`config.mk`:
```
export PLATFORM = sky130hd
export DESIGN_NAME = ir_sense_seq
export DESIGN_NICKNAME = d
export VERILOG_FILES = /design/src/rtl/ir_sense_pkg.sv /design/src/rtl/ir_settle_cnt.sv /design/src/rtl/ir_sense_seq.sv
export SDC_FILE = /design/constraint.sdc
export NUM_CORES = 1
export LEC_CHECK = 0
export ABC_AREA = 1
export CORE_UTILIZATION = 40
export DETAILED_ROUTE_END_ITERATION = 8
export PLACE_DENSITY = 0.62
export SLEW_MARGIN = 30
export SYNTH_ARGS = -nofsm -noshare
export SYNTH_HDL_FRONTEND = slang
export SYNTH_SLANG_ARGS = --single-unit
```
`constraint.sdc`:
```
create_clock -name clk -period 3.8 [get_ports clk]
set_input_delay 1.14 -clock clk [delete_from_list [all_inputs] [get_ports clk]]
set_output_delay 1.14 -clock clk [all_outputs]
set_load 0.005 [all_outputs]
```
`src/rtl/ir_sense_pkg.sv`:
```
// ir_sense_pkg: shared types and constants for the IR line-sensor sweep.
// Sweep states, emitter-pair channel map, pair weights, watchdog limit.
package ir_sense_pkg;

  typedef enum logic [2:0] {
    IDLE   = 3'd0,
    SETTLE = 3'd1,
    CONV_R = 3'd2,
    WAIT_R = 3'd3,
    CONV_L = 3'd4,
    WAIT_L = 3'd5,
    DONE   = 3'd6
  } state_t;

  localparam logic [2:0] CH_IN_R  = 3'd1;
  localparam logic [2:0] CH_IN_L  = 3'd0;
  localparam logic [2:0] CH_MID_R = 3'd4;
  localparam logic [2:0] CH_MID_L = 3'd2;
  localparam logic [2:0] CH_OUT_R = 3'd3;
  localparam logic [2:0] CH_OUT_L = 3'd7;

  // Weights are powers of two: 1, 2, 4.
  localparam logic [1:0] WSH_IN  = 2'd0;
  localparam logic [1:0] WSH_MID = 2'd1;
  localparam logic [1:0] WSH_OUT = 2'd2;

  localparam int A2D_TIMEOUT = 1024;

  function automatic logic [2:0] ch_r(input logic [1:0] p);
    case (p)
      2'd0:    ch_r = CH_IN_R;
      2'd1:    ch_r = CH_MID_R;
      default: ch_r = CH_OUT_R;
    endcase
  endfunction

  function automatic logic [2:0] ch_l(input logic [1:0] p);
    case (p)
      2'd0:    ch_l = CH_IN_L;
      2'd1:    ch_l = CH_MID_L;
      default: ch_l = CH_OUT_L;
    endcase
  endfunction

  function automatic logic [1:0] wsh(input logic [1:0] p);
    case (p)
      2'd0:    wsh = WSH_IN;
      2'd1:    wsh = WSH_MID;
      default: wsh = WSH_OUT;
    endcase
  endfunction

  // One-hot emitter enables ordered {out, mid, in}.
  function automatic logic [2:0] emit(input logic [1:0] p);
    case (p)
      2'd0:    emit = 3'b001;
      2'd1:    emit = 3'b010;
      default: emit = 3'b100;
    endcase
  endfunction

endpackage

```
`src/rtl/ir_settle_cnt.sv`:
```
// ir_settle_cnt: clear/enable up-counter with terminal-count flag.
// Times emitter settling and, optionally, the converter watchdog.
module ir_settle_cnt #(
  parameter int W     = 13,
  parameter int LIMIT = 4096
) (
  input  logic clk,
  input  logic rst_n,
  input  logic clr,
  input  logic en,
  output logic tc
);

  logic [W-1:0] cnt;

  // count enabled cycles since the last clear
  always_ff @(posedge clk or negedge rst_n) begin
    if (!rst_n) begin
      cnt <= '0;
    end else if (clr) begin
      cnt <= '0;
    end else if (en) begin
      cnt <= cnt + 1'b1;
    end
  end

  assign tc = (cnt == W'(LIMIT));

endmodule

```
`src/rtl/ir_sense_seq.sv`:
```
// ir_sense_seq: IR emitter / A2D sequencer for one line-sensor sweep.
// Optional converter watchdog and a2d_to port: IR_SENSE_TIMEOUT_EN.
module ir_sense_seq
  import ir_sense_pkg::*;
#(
  parameter int SETTLE_CYC = 4096,
  parameter int CNT_W      = 13
) (
  input  logic               clk,
  input  logic               rst_n,
  input  logic               go,
  input  logic               cnv_cmplt,
  input  logic [11:0]        A2D_res,
  output logic               start_conv,
  output logic [2:0]         chnnl,
  output logic               IR_in_en,
  output logic               IR_mid_en,
  output logic               IR_out_en,
  output logic               busy,
  output logic               done,
  output logic signed [15:0] error
`ifdef IR_SENSE_TIMEOUT_EN
  ,
  output logic               a2d_to
`endif
);

  state_t             state;
  logic [1:0]         pair;
  logic signed [15:0] acc;
  logic signed [15:0] term;
  logic               settle_tc;
  logic               to_hit;

  assign term = $signed({4'd0, A2D_res} << wsh(pair));

  ir_settle_cnt #(
    .W    (CNT_W),
    .LIMIT(SETTLE_CYC)
  ) u_settle (
    .clk  (clk),
    .rst_n(rst_n),
    .clr  (state != SETTLE),
    .en   ((state == SETTLE) && !settle_tc),
    .tc   (settle_tc)
  );

`ifdef IR_SENSE_TIMEOUT_EN
  logic waiting;
  logic wd_tc;

  assign waiting = (state == WAIT_R) || (state == WAIT_L);

  // Limit is two short so done lands A2D_TIMEOUT cycles after start_conv.
  ir_settle_cnt #(
    .W    (11),
    .LIMIT(A2D_TIMEOUT - 2)
  ) u_wdog (
    .clk  (clk),
    .rst_n(rst_n),
    .clr  (!waiting),
    .en   (waiting && !wd_tc),
    .tc   (wd_tc)
  );

  // a conversion arriving on the limit cycle still wins
  assign to_hit = waiting && wd_tc && !cnv_cmplt;
`else
  assign to_hit = 1'b0;
`endif

  // sweep sequencer: emitters, conversions, weighted accumulation
  always_ff @(posedge clk or negedge rst_n) begin
    if (!rst_n) begin
      state      <= IDLE;
      pair       <= 2'd0;
      acc        <= '0;
      error      <= '0;
      start_conv <= 1'b0;
      chnnl      <= 3'd0;
      busy       <= 1'b0;
      done       <= 1'b0;
      {IR_out_en, IR_mid_en, IR_in_en} <= 3'b000;
`ifdef IR_SENSE_TIMEOUT_EN
      a2d_to     <= 1'b0;
`endif
    end else begin
      start_conv <= 1'b0;
      done       <= 1'b0;
      if (to_hit) begin
`ifdef IR_SENSE_TIMEOUT_EN
        a2d_to <= 1'b1;
`endif
        done  <= 1'b1;
        busy  <= 1'b0;
        chnnl <= 3'd0;
        {IR_out_en, IR_mid_en, IR_in_en} <= 3'b000;
        state <= DONE;
      end else begin
        unique case (state)
          IDLE: begin
            if (go) begin
              acc   <= '0;
              pair  <= 2'd0;
              busy  <= 1'b1;
              {IR_out_en, IR_mid_en, IR_in_en} <= emit(2'd0);
              state <= SETTLE;
            end
          end
          SETTLE: begin
            if (settle_tc) begin
              start_conv <= 1'b1;
              chnnl      <= ch_r(pair);
              state      <= CONV_R;
            end
          end
          CONV_R: state <= WAIT_R;
          WAIT_R: begin
            if (cnv_cmplt) begin
              acc        <= acc + term;
              start_conv <= 1'b1;
              chnnl      <= ch_l(pair);
              state      <= CONV_L;
            end
          end
          CONV_L: state <= WAIT_L;
          WAIT_L: begin
            if (cnv_cmplt) begin
              acc <= acc - term;
              if (pair < 2'd2) begin
                pair  <= pair + 2'd1;
                {IR_out_en, IR_mid_en, IR_in_en} <= emit(pair + 2'd1);
                state <= SETTLE;
              end else begin
                error <= acc - term;
                done  <= 1'b1;
                busy  <= 1'b0;
                chnnl <= 3'd0;
                {IR_out_en, IR_mid_en, IR_in_en} <= 3'b000;
                state <= DONE;
              end
            end
          end
          DONE:    state <= IDLE;
          default: state <= IDLE;
        endcase
      end
    end
  end

endmodule
```
==> impl_metrics.tcl, run 1 <==
set metrics [dict create \
    placed_area_sq_um 5610 \
    cts_setup_buffers 0 \
    crit_fanout 9 \
    ctsResizeCount 0 \
    setup_viol 0 \
    detail-route-antenna-nets 0 \
    synth_nets 824 \
    synth_most_common_cell "nand2_1" \
    place.gp.congestion 0.980 \
    portBuffers 40 \
    clock-skew-final_ps 12.2 \
    drc 0 \
    fin_setup_tns_ps 0 \
    power.density_nw_per_um2 867 \
    start_util_pct 41.4 \
    async_flop_share_pct 100 \
    drv_cap 0 \
    fin_hold_ws_ps 488 \
    clock_path_buffers 2 \
    clkSlewWorstSetupHoldPaths_ps 60 \
    fmax_mhz 284 \
    post_drt_wl_per_cell_um 13.9 \
    synth_top_cell_by_area "dfrtp_1" \
    rows 40 \
    worstPathRequired_ps 4020 \
    worst_setup_path_end_kind "flop" \
    cts_tree "yes" \
    die_w_um 114 \
    synth_top_area_share_pct 29.4 \
    syn_area_sq_um 5010 \
    synth_edf_count 0 \
    fin_nets 869 \
    synth_flop_cell "dfrtp_1" \
    die-area_sq_um 13000 \
    pin_count 41 \
    grt_antenna_before_repair 0 \
    slew_headroom_pct 54.6 \
    final_hold_viol_count 0 \
    cts_made_buffers 9 \
    yosysUniqueCellTypes 42 \
    cts_root_buf "clkbuf_16" \
    h-tree-depth 3 \
    start_kind "input pin" \
    antenna_cells 0 \
    ys_warn_count 0 \
    dieHeight_um 114 \
    hold_buffers 0 \
    avgSynthCellArea_sq_um 6.55 \
    min_path_type "flop to flop" \
    first_global_vias 4860 \
    rsz0062_at_grt "no" \
    gr-usage-all-layers_pct 22.9 \
    grt_overflow 0 \
    core_sq_um 12100 \
    ir_worst_vdd_mv 0.321 \
    ys_ff_latch 59 \
    drive_above_1_share_pct 5.64 \
    grt_first_pass_wirelength_um 23100 \
    finalCriticalPeriod_ps 3520 \
    synthTopCellsByArea "dfrtp_1 29%, nand2_1 17%, ha_1 10%" \
    finalWirelength_um 13700 \
    crit_type "input pin to flop" \
    fillers 1247 \
    post-dp-hpwl_um 10500 \
    vias 4971 \
    period_share_pct 92.7 \
    drt_pass1_iterations 5 \
    clock_latency_ps 340 \
    drtIter0Drc 385 \
    slew_violations 0 \
    final_cell_area_sq_um 5880 \
    grt_max_degree 60 \
    clock_sinks 59 \
    synth_common_cells "222 x nand2_1, 130 x inv_1, 67 x nor2_1, 64 x nand3_1, 59 x dfrtp_1" \
    leakagePower_uw 0.00313 \
    syn_inst 766 \
    arrival_ps 3740 \
    syn_to_final_growth_pct 17.3 \
    seq_area_frac_synth_pct 29.4 \
    status "finished clean" \
    worstMarginPinSlew_ps 677 \
    viasPerCell 5.05 \
]
-- flip-flops by register name, summed over array words and instances, names as in the netlist --
register / flops
IR_in_en: 1
IR_mid_en: 1
IR_out_en: 1
acc: 16
busy: 1
chnnl: 3
done: 1
error: 16
pair: 2
start_conv: 1
state: 3
u_settle.cnt: 13
-- power by group --
part           internal, uW  switching, uW  leakage [uW]
registers               784            132      0.000764
logic                  1170           2250       0.00224
clock network           441            326      0.000128
total                  2390           2710       0.00313
-- final timing paths --
check	start	endpoint	slack [ps]	cells past startpoint
max	A2D_res[7]	acc[12]	280	16
min	error[4]	error[4]	490	1
max reg2reg	pair[1]	acc[12]	530	19
min reg2reg	error[4]	error[4]	490	1
max in group asynchronous	rst_n	acc[14]	2710	2
min in group asynchronous	rst_n	IR_mid_en	800	2
-- kinds of logic (layout without fill, tap and decap cells) --
logic type,count (synthesis),count (layout),synth area share [%]
flip-flops,59,59,29.4
XOR/XNOR,7,7,1.22
AO/OA/AOI/OAI,111,111,12.0
AND/OR/NAND/NOR,388,388,33.0
buffers and inverters,153,203,12.5
other,2,2,0.150
adder cells (fa/ha/maj),42,42,10.8
multiplexers,4,4,0.973
-- cell type report --
type                    count  area (sq um)  share of cell area, %
multi-input cells         554          2910                   49.5
clock buffers              10           229                   3.89
inverters                 133           499                   8.49
repair buffers             54           513                   8.72
clock inverters             6          42.5                  0.723
flip-flops and latches     59          1480                   25.1
well taps                 168           210                   3.57
-- critical path: stages --
cell and delay [ps]:
clkdlybuf4s50_1 470, inv_1 70, o21ai_0 220, inv_1 60
o21ai_0 300, ha_1 410, nor2_1 280, inv_1 80
o21bai_1 200, nand2_1 100, nand3_1 80, nand2_1 70
nand3_1 70, nand2_1 80, nand2_1 70, nand2_1 60
-- layer usage --
layer | global-route usage, % | share of wire (%) | vias up
met3 | 3.40 | 5.2 | 26
met2 | 38.1 | 46 | 134
met4 | 8.74 | 2.2 | 0
li1 | - | - | 2502
met5 | 0 | 0 | -
met1 | 30.1 | 47 | 2309
-- stage by stage --
step	worst slack, ps	total power (uW)	std cells	utilization [%]
6_report	278	5100	984	48.6
5_1_grt	44.7	5590	984	48.6
4_1_cts	302	5080	984	48.6
3_5_place_dp	-35.1	4290	968	46.3
3_3_place_gp	28.8	4230	968	46.3
2_1_floorplan	903	3290	766	-
-- layout by cell type (no fill, tap or decap), types with 4 or more instances in the layout --
cell type / synthesis / final
inv_1: 130 / 130
dfrtp_1: 59 / 59
a21oi_1: 47 / 47
nor3_1: 6 / 6
o21ai_1: 6 / 6
nor2_1: 67 / 67
clkdlybuf4s50_1: 0 / 39
xor2_1: 7 / 7
o21ai_0: 38 / 38
buf_4: 2 / 13
o21a_1: 5 / 5
a31oi_1: 5 / 5
clkbuf_16: 0 / 9
nand2_1: 222 / 222
ha_1: 40 / 40
nor2_2: 4 / 4
nand3_1: 64 / 64
nand4_1: 7 / 7
No activity file was read; power rests on OpenSTA's default activity.
==> run 2, diff against run 1 <==
- ABC_CLOCK_PERIOD_IN_PS: not set -> 3800
- SYNTH_HIERARCHICAL: not set -> 1
==> run 2 against run 1 <==
Effect of this change: hold slack worse by 11 ps; register-to-register slack better by 110 ps; sequential power is 4.3% higher; fmax is 2.9% higher; first-iteration DRC count is 29% lower.
==> impl_metrics.tcl, run 2 <==
set metrics [dict create \
    drive_above_1_share_pct 7.65 \
    crit_chain "clkdlybuf4s50_1 -> inv_1 -> o21ai_0 -> inv_1 -> o21ai_0 -> ha_1 -> nor2_1 -> inv_1 -> nor2_1 -> nand3_1 -> nand2_1 -> nand2_1 -> nand2_1 -> nand2_1 -> nand3_1 -> nand2_1 -> nand2_1 -> nand2_1" \
    avgSynthCellArea_sq_um 6.47 \
    dpl_worst_slack_ps 35.7 \
    die-area_sq_um 13100 \
    slew_violations 0 \
    h-tree-depth 3 \
    vias 4942 \
    rows 40 \
    ys_warn_count 6 \
    syn_inst 783 \
    fin_setup_tns_ps 0 \
    worstPathRequired_ps 4030 \
    async_flop_share_pct 100 \
    cts_made_buffers 9 \
    multi_input_area_sq_um 2960 \
    r2r_setup_slack_ps 640 \
    drt_pass1_iterations 5 \
    clock_sinks 59 \
    grt_antenna_before_repair 0 \
    seq_area_sq_um 1480 \
    cts_root_buf "clkbuf_16" \
    clock_latency_ps 340 \
    synth_top_area_share_pct 29.2 \
    status "finished clean" \
    portBuffers 40 \
    antenna_cells 0 \
    crit_family "simple AND/OR/NAND/NOR gates" \
    reg_top3 "acc x16, error x16, u_settle/cnt x13" \
    syn_to_final_growth_pct 17.8 \
    cpMaxStageDelayCell "clkdlybuf4s50_1" \
    post_drt_wl_per_cell_um 13.4 \
    sw_frac_of_total_pct 53.2 \
    synth_top_cell_by_area "dfrtp_1" \
    fin_nets 889 \
    synth_flop_cell "dfrtp_1" \
    pin_count 41 \
    synth_most_common_cell "nand2_1" \
    cpPeakStageDelay_ps 480 \
    fillers 1238 \
    clock_path_buffers 2 \
    core_sq_um 12200 \
    power_switching_uw 2930 \
    viasPerCell 4.92 \
    final_cell_mix "238 x nand2_1, 129 x inv_1, 73 x nor2_1" \
    post-dp-hpwl_um 10600 \
    cts_setup_buffers 0 \
    start_util_pct 41.6 \
    grt_first_pass_wirelength_um 23000 \
    rsz0062_at_grt "no" \
    final_hold_viol_count 0 \
    ir_worst_vdd_mv 0.533 \
    hold_buffers 0 \
    fmax_mhz 292 \
    p_seq_share_pct 17.3 \
    drv_cap 0 \
    leakagePower_uw 0.00319 \
    worst_slack_ps 376 \
    finalCriticalPeriod_ps 3420 \
    grt_max_degree 32 \
    die_w_um 115 \
    place.gp.congestion 0.916 \
    power.density_nw_per_um2 925 \
    synth_nets 840 \
    detail-route-antenna-nets 0 \
    p_int_uw 2590 \
    period_share_pct 90.1 \
    clock-skew-final_ps 5.07 \
    path_common_cell "nand2_1" \
    p_comb_share_pct 69.1 \
    seq_area_frac_synth_pct 29.2 \
    yosysUniqueCellTypes 39 \
    crit_type "input pin to flop" \
    worst_setup_path_end_kind "flop" \
    worstMarginPinSlew_ps 599 \
    drtIter0Drc 273 \
    min_path_type "flop to flop" \
    finalWirelength_um 13400 \
    grt_overflow 0 \
    arrival_ps 3650 \
    synthTopCellsByArea "dfrtp_1 29%, nand2_1 18%, ha_1 9.6%" \
    setup_viol 0 \
    gr-usage-all-layers_pct 22.6 \
    synth_common_cells "238 x nand2_1, 129 x inv_1, 73 x nor2_1, 65 x nand3_1, 59 x dfrtp_1" \
    synth_edf_count 0 \
    first_global_vias 5025 \
    cts_tree "yes" \
    pwr-share-clk_pct 13.6 \
    ctsResizeCount 0 \
    drc 0 \
    start_kind "input pin" \
    final_common_cell "nand2_1" \
    ys_ff_latch 59 \
    crit_fanout 9 \
    syn_area_sq_um 5060 \
    slew_headroom_pct 59.9 \
    cp_num_buf_inv 4 \
    clkSlewWorstSetupHoldPaths_ps 50 \
    dieHeight_um 115 \
]
==> run 2: cell types whose count changed after synthesis, moves of 5 or more <==
cell and delta:
o21ai_0 -8, nor2_1 +6, o21a_1 -5, a21oi_1 -5, nand2_1 +16
==> run 2: worst paths after layout <==
kind                       startpoint               to  cells after the start
min in group asynchronous       rst_n          acc[13]                      2
max reg2reg                   pair[1]          acc[15]                     19
max in group asynchronous       rst_n  u_settle/cnt[0]                      2
min reg2reg                  chnnl[1]         chnnl[1]                      2
min                          chnnl[1]         chnnl[1]                      2
max                        A2D_res[6]          acc[15]                     18
==> run 2: cells by family (layout without fill, tap and decap cells) <==
group	after synthesis	in the layout	synth area share (%)
adders and majority gates	41	41	10.4
buffers and inverters	156	210	12.5
and+or+nand+nor	418	418	35.3
xor gates and xnor gates	3	3	0.519
muxes	4	4	0.889
AOI/OAI and AO/OA	102	102	11.2
DFF	59	59	29.2
==> run 2: area by class of cell <==
| cell class | count | area share (%) |
|---|---|---|
| clock buffer | 10 | 3.84 |
| tap | 168 | 3.52 |
| sequential | 59 | 24.7 |
| timing repair buffer | 60 | 9.14 |
| inverter | 134 | 8.43 |
| multi-input combinational | 568 | 49.6 |
| clock inverter | 6 | 0.713 |
==> run 2: metal layers <==
layer / GRT usage, % / wire length (um) / vias up
met1: 26.3 / 5880 / 2256
met4: 10.1 / 376 / 0
met3: 4.45 / 486 / 28
met5: 0 / 0 / -
met2: 40.0 / 6690 / 108
li1: - / - / 2550
==> run 2: power by group through the flow <==
stage                     sequential, uW  combinational, uW  clock (uW)
after floorplan                      931               2730           0
after global placement               955               3740           0
after detailed placement             966               3780           0
after CTS                            957               3810         773
after global routing                 979               4360         799
final                                955               3810         751
==> run 2: worst min-delay path, delay by kind of cell (launching register included) <==
family	cells	cell delay (ps)
DFF	1	340
and+or+nand+nor	2	100
==> run 2: stage by stage <==
| stage | cells | area [sq um] | utilization [%] | hold WS, ps | total power (uW) |
|---|---|---|---|---|---|
| after CTS | 1005 | 5970 | 49.1 | 487 | 5540 |
| after global placement | 989 | 5700 | 46.8 | 463 | 4690 |
| final | 1005 | 5970 | 49.1 | 478 | 5520 |
| after detailed placement | 989 | 5700 | 46.8 | 470 | 4750 |
| after floorplan | 783 | 5060 | - | 465 | 3660 |
| after global routing | 1005 | 5970 | 49.1 | 510 | 6140 |
==> run 3, diff against run 2 <==
- CTS_CLUSTER_SIZE: not set -> 14
- PLACE_DENSITY: 0.62 -> 0.67
==> run 3 against run 2 <==
Effect of this change: worst setup slack better by 62 ps; final area fell by 0.23%; fmax increased by 1.8%; core utilization fell by 0.11 points; non-clock buffer count fell by 2; sequential share of layout area up 0.057 points; largest cell class unchanged.
==> impl_metrics.tcl, run 3 (synthesis results as in run 2) <==
set metrics [dict create \
    cts_setup_buffers 0 \
    p_seq_share_pct 17.2 \
    power.density_nw_per_um2 924 \
    path_depth 16 \
    final_common_cell "nand2_1" \
    finalCriticalPeriod_ps 3360 \
    gr-usage-all-layers_pct 21.7 \
    grt_overflow 0 \
    portBuffers 40 \
    reg_top3 "acc x16, error x16, u_settle/cnt x13" \
    viasPerCell 4.87 \
    ir_worst_vdd_mv 0.399 \
    hold_buffers 0 \
    cts_made_buffers 9 \
    clkSlewWorstSetupHoldPaths_ps 60 \
    drtIter0Drc 323 \
    antenna_cells 0 \
    vias 4880 \
    status "finished clean" \
    final_cell_area_sq_um 5950 \
    instances_no_fill 1003 \
    setup_viol 0 \
    cpPeakStageDelay_ps 470 \
    worst_setup_path_end_kind "flop" \
    pwr-share-clk_pct 13.7 \
    drive_above_1_share_pct 7.31 \
    fin_hold_ws_ps 477 \
    cts_tree "yes" \
    grt_max_degree 35 \
    cpMaxStageDelayCell "clkdlybuf4s50_1" \
    clock-skew-final_ps 9.12 \
    min_path_type "flop to flop" \
    cp_num_buf_inv 4 \
    dieHeight_um 115 \
    first_global_vias 4614 \
    r2r_setup_slack_ps 630 \
    fmax_mhz 297 \
    place_inst 987 \
    start_kind "input pin" \
    arrival_ps 3590 \
    fin_nets 887 \
    die_w_um 115 \
    period_share_pct 88.5 \
    post-dp-hpwl_um 9950 \
    leakagePower_uw 0.00318 \
    slew_headroom_pct 59.6 \
    grt_first_pass_wirelength_um 21900 \
    grt_antenna_before_repair 0 \
    sw_frac_of_total_pct 52.8 \
    drc 0 \
    clock_sinks 59 \
    fin_setup_tns_ps 0 \
    worstMarginPinSlew_ps 606 \
    cts_root_buf "clkbuf_16" \
    final_cell_mix "238 x nand2_1, 129 x inv_1, 73 x nor2_1" \
    fillers 1277 \
    crit_chain "clkdlybuf4s50_1 -> inv_1 -> o21ai_0 -> inv_1 -> o21ai_0 -> ha_1 -> nor2_1 -> inv_1 -> nor3_1 -> nand2_1 -> nand3_1 -> nand2_1 -> nand3_1 -> nand2_1 -> nand2_1 -> nand2_1" \
    core_sq_um 12200 \
    holdPathStages 2 \
    placed_area_sq_um 5680 \
    detail-route-antenna-nets 0 \
    clock_latency_ps 340 \
    path_common_cell "nand2_1" \
    crit_type "input pin to flop" \
    worstPathRequired_ps 4020 \
    seq_area_sq_um 1480 \
    multi_input_area_sq_um 2960 \
    h-tree-depth 3 \
    drt_pass1_iterations 4 \
    crit_fanout 9 \
    start_util_pct 41.6 \
    finalWirelength_um 12800 \
    post_drt_wl_per_cell_um 12.8 \
    rows 40 \
    power_switching_uw 2900 \
    rr_worst_depth 16 \
    pin_count 41 \
    p_comb_share_pct 69.1 \
    p_int_uw 2590 \
    crit_family "simple AND/OR/NAND/NOR gates" \
    place.gp.congestion 0.926 \
    slew_violations 0 \
    rsz0062_at_grt "no" \
    die-area_sq_um 13100 \
    syn_to_final_growth_pct 17.5 \
    ctsResizeCount 0 \
    final_hold_viol_count 0 \
    drv_cap 0 \
    clock_path_buffers 2 \
]
run 3: cell types whose count changed in the layout (fill, tap and decap cells not counted), sizes merged:
| cell | before | now |
|---|---|---|
| buf | 21 | 19 |
| clkinvlp | 2 | 0 |
| clkbuf | 10 | 11 |
| clkinv | 5 | 6 |
run 3: per-stage QoR:
stage | setup slack [ps] | power, uW | util [%]
6_report | 438 | 5500 | 49.0
5_1_grt | 98.7 | 6110 | 49.0
4_1_cts | 437 | 5520 | 49.0
3_5_place_dp | 109 | 4730 | 46.7
3_3_place_gp | 128 | 4710 | 46.7
2_1_floorplan | 873 | 3660 | -
run 3: power groups by stage:
stage / sequential (uW) / combinational, uW / clock (uW)
finish: 948 / 3800 / 753
floorplan: 931 / 2730 / 0
detailed placement: 960 / 3770 / 0
CTS: 951 / 3790 / 776
global route: 975 / 4340 / 796
global placement: 958 / 3760 / 0
run 3: layer usage:
metal  GRT usage (%)  up-vias  routed length [um]  part of all wire, %
met4            9.78        0                 438                  3.4
met1            26.8     2198                5830                   45
met5               0        -                   0                    0
li1                -     2554                   -                    -
met3            3.86       32                 472                  3.7
met2            36.8       96                6070                   47
run 3: tightest hold or removal path, delay by kind of cell, from the launching register on:
kind	cells	cell delay, ps
AND/OR/NAND/NOR	2	100
flip-flops	1	340
run 3: cell type report:
type | count | share of cell area (%)
multi-input cells | 568 | 49.7
flip-flops and latches | 59 | 24.8
repair buffers | 58 | 8.91
inverters | 134 | 8.45
clock buffers | 11 | 3.91
well taps | 168 | 3.53
clock inverters | 5 | 0.673
run 3: worst paths after layout:
| kind | start | to |
|---|---|---|
| setup / recovery | A2D_res[9] | acc[13] |
| hold / removal | chnnl[1] | chnnl[1] |
| setup reg to reg | pair[1] | acc[13] |
| hold reg to reg | chnnl[1] | chnnl[1] |
| max in group asynchronous | rst_n | acc[1] |
| min in group asynchronous | rst_n | acc[10] |
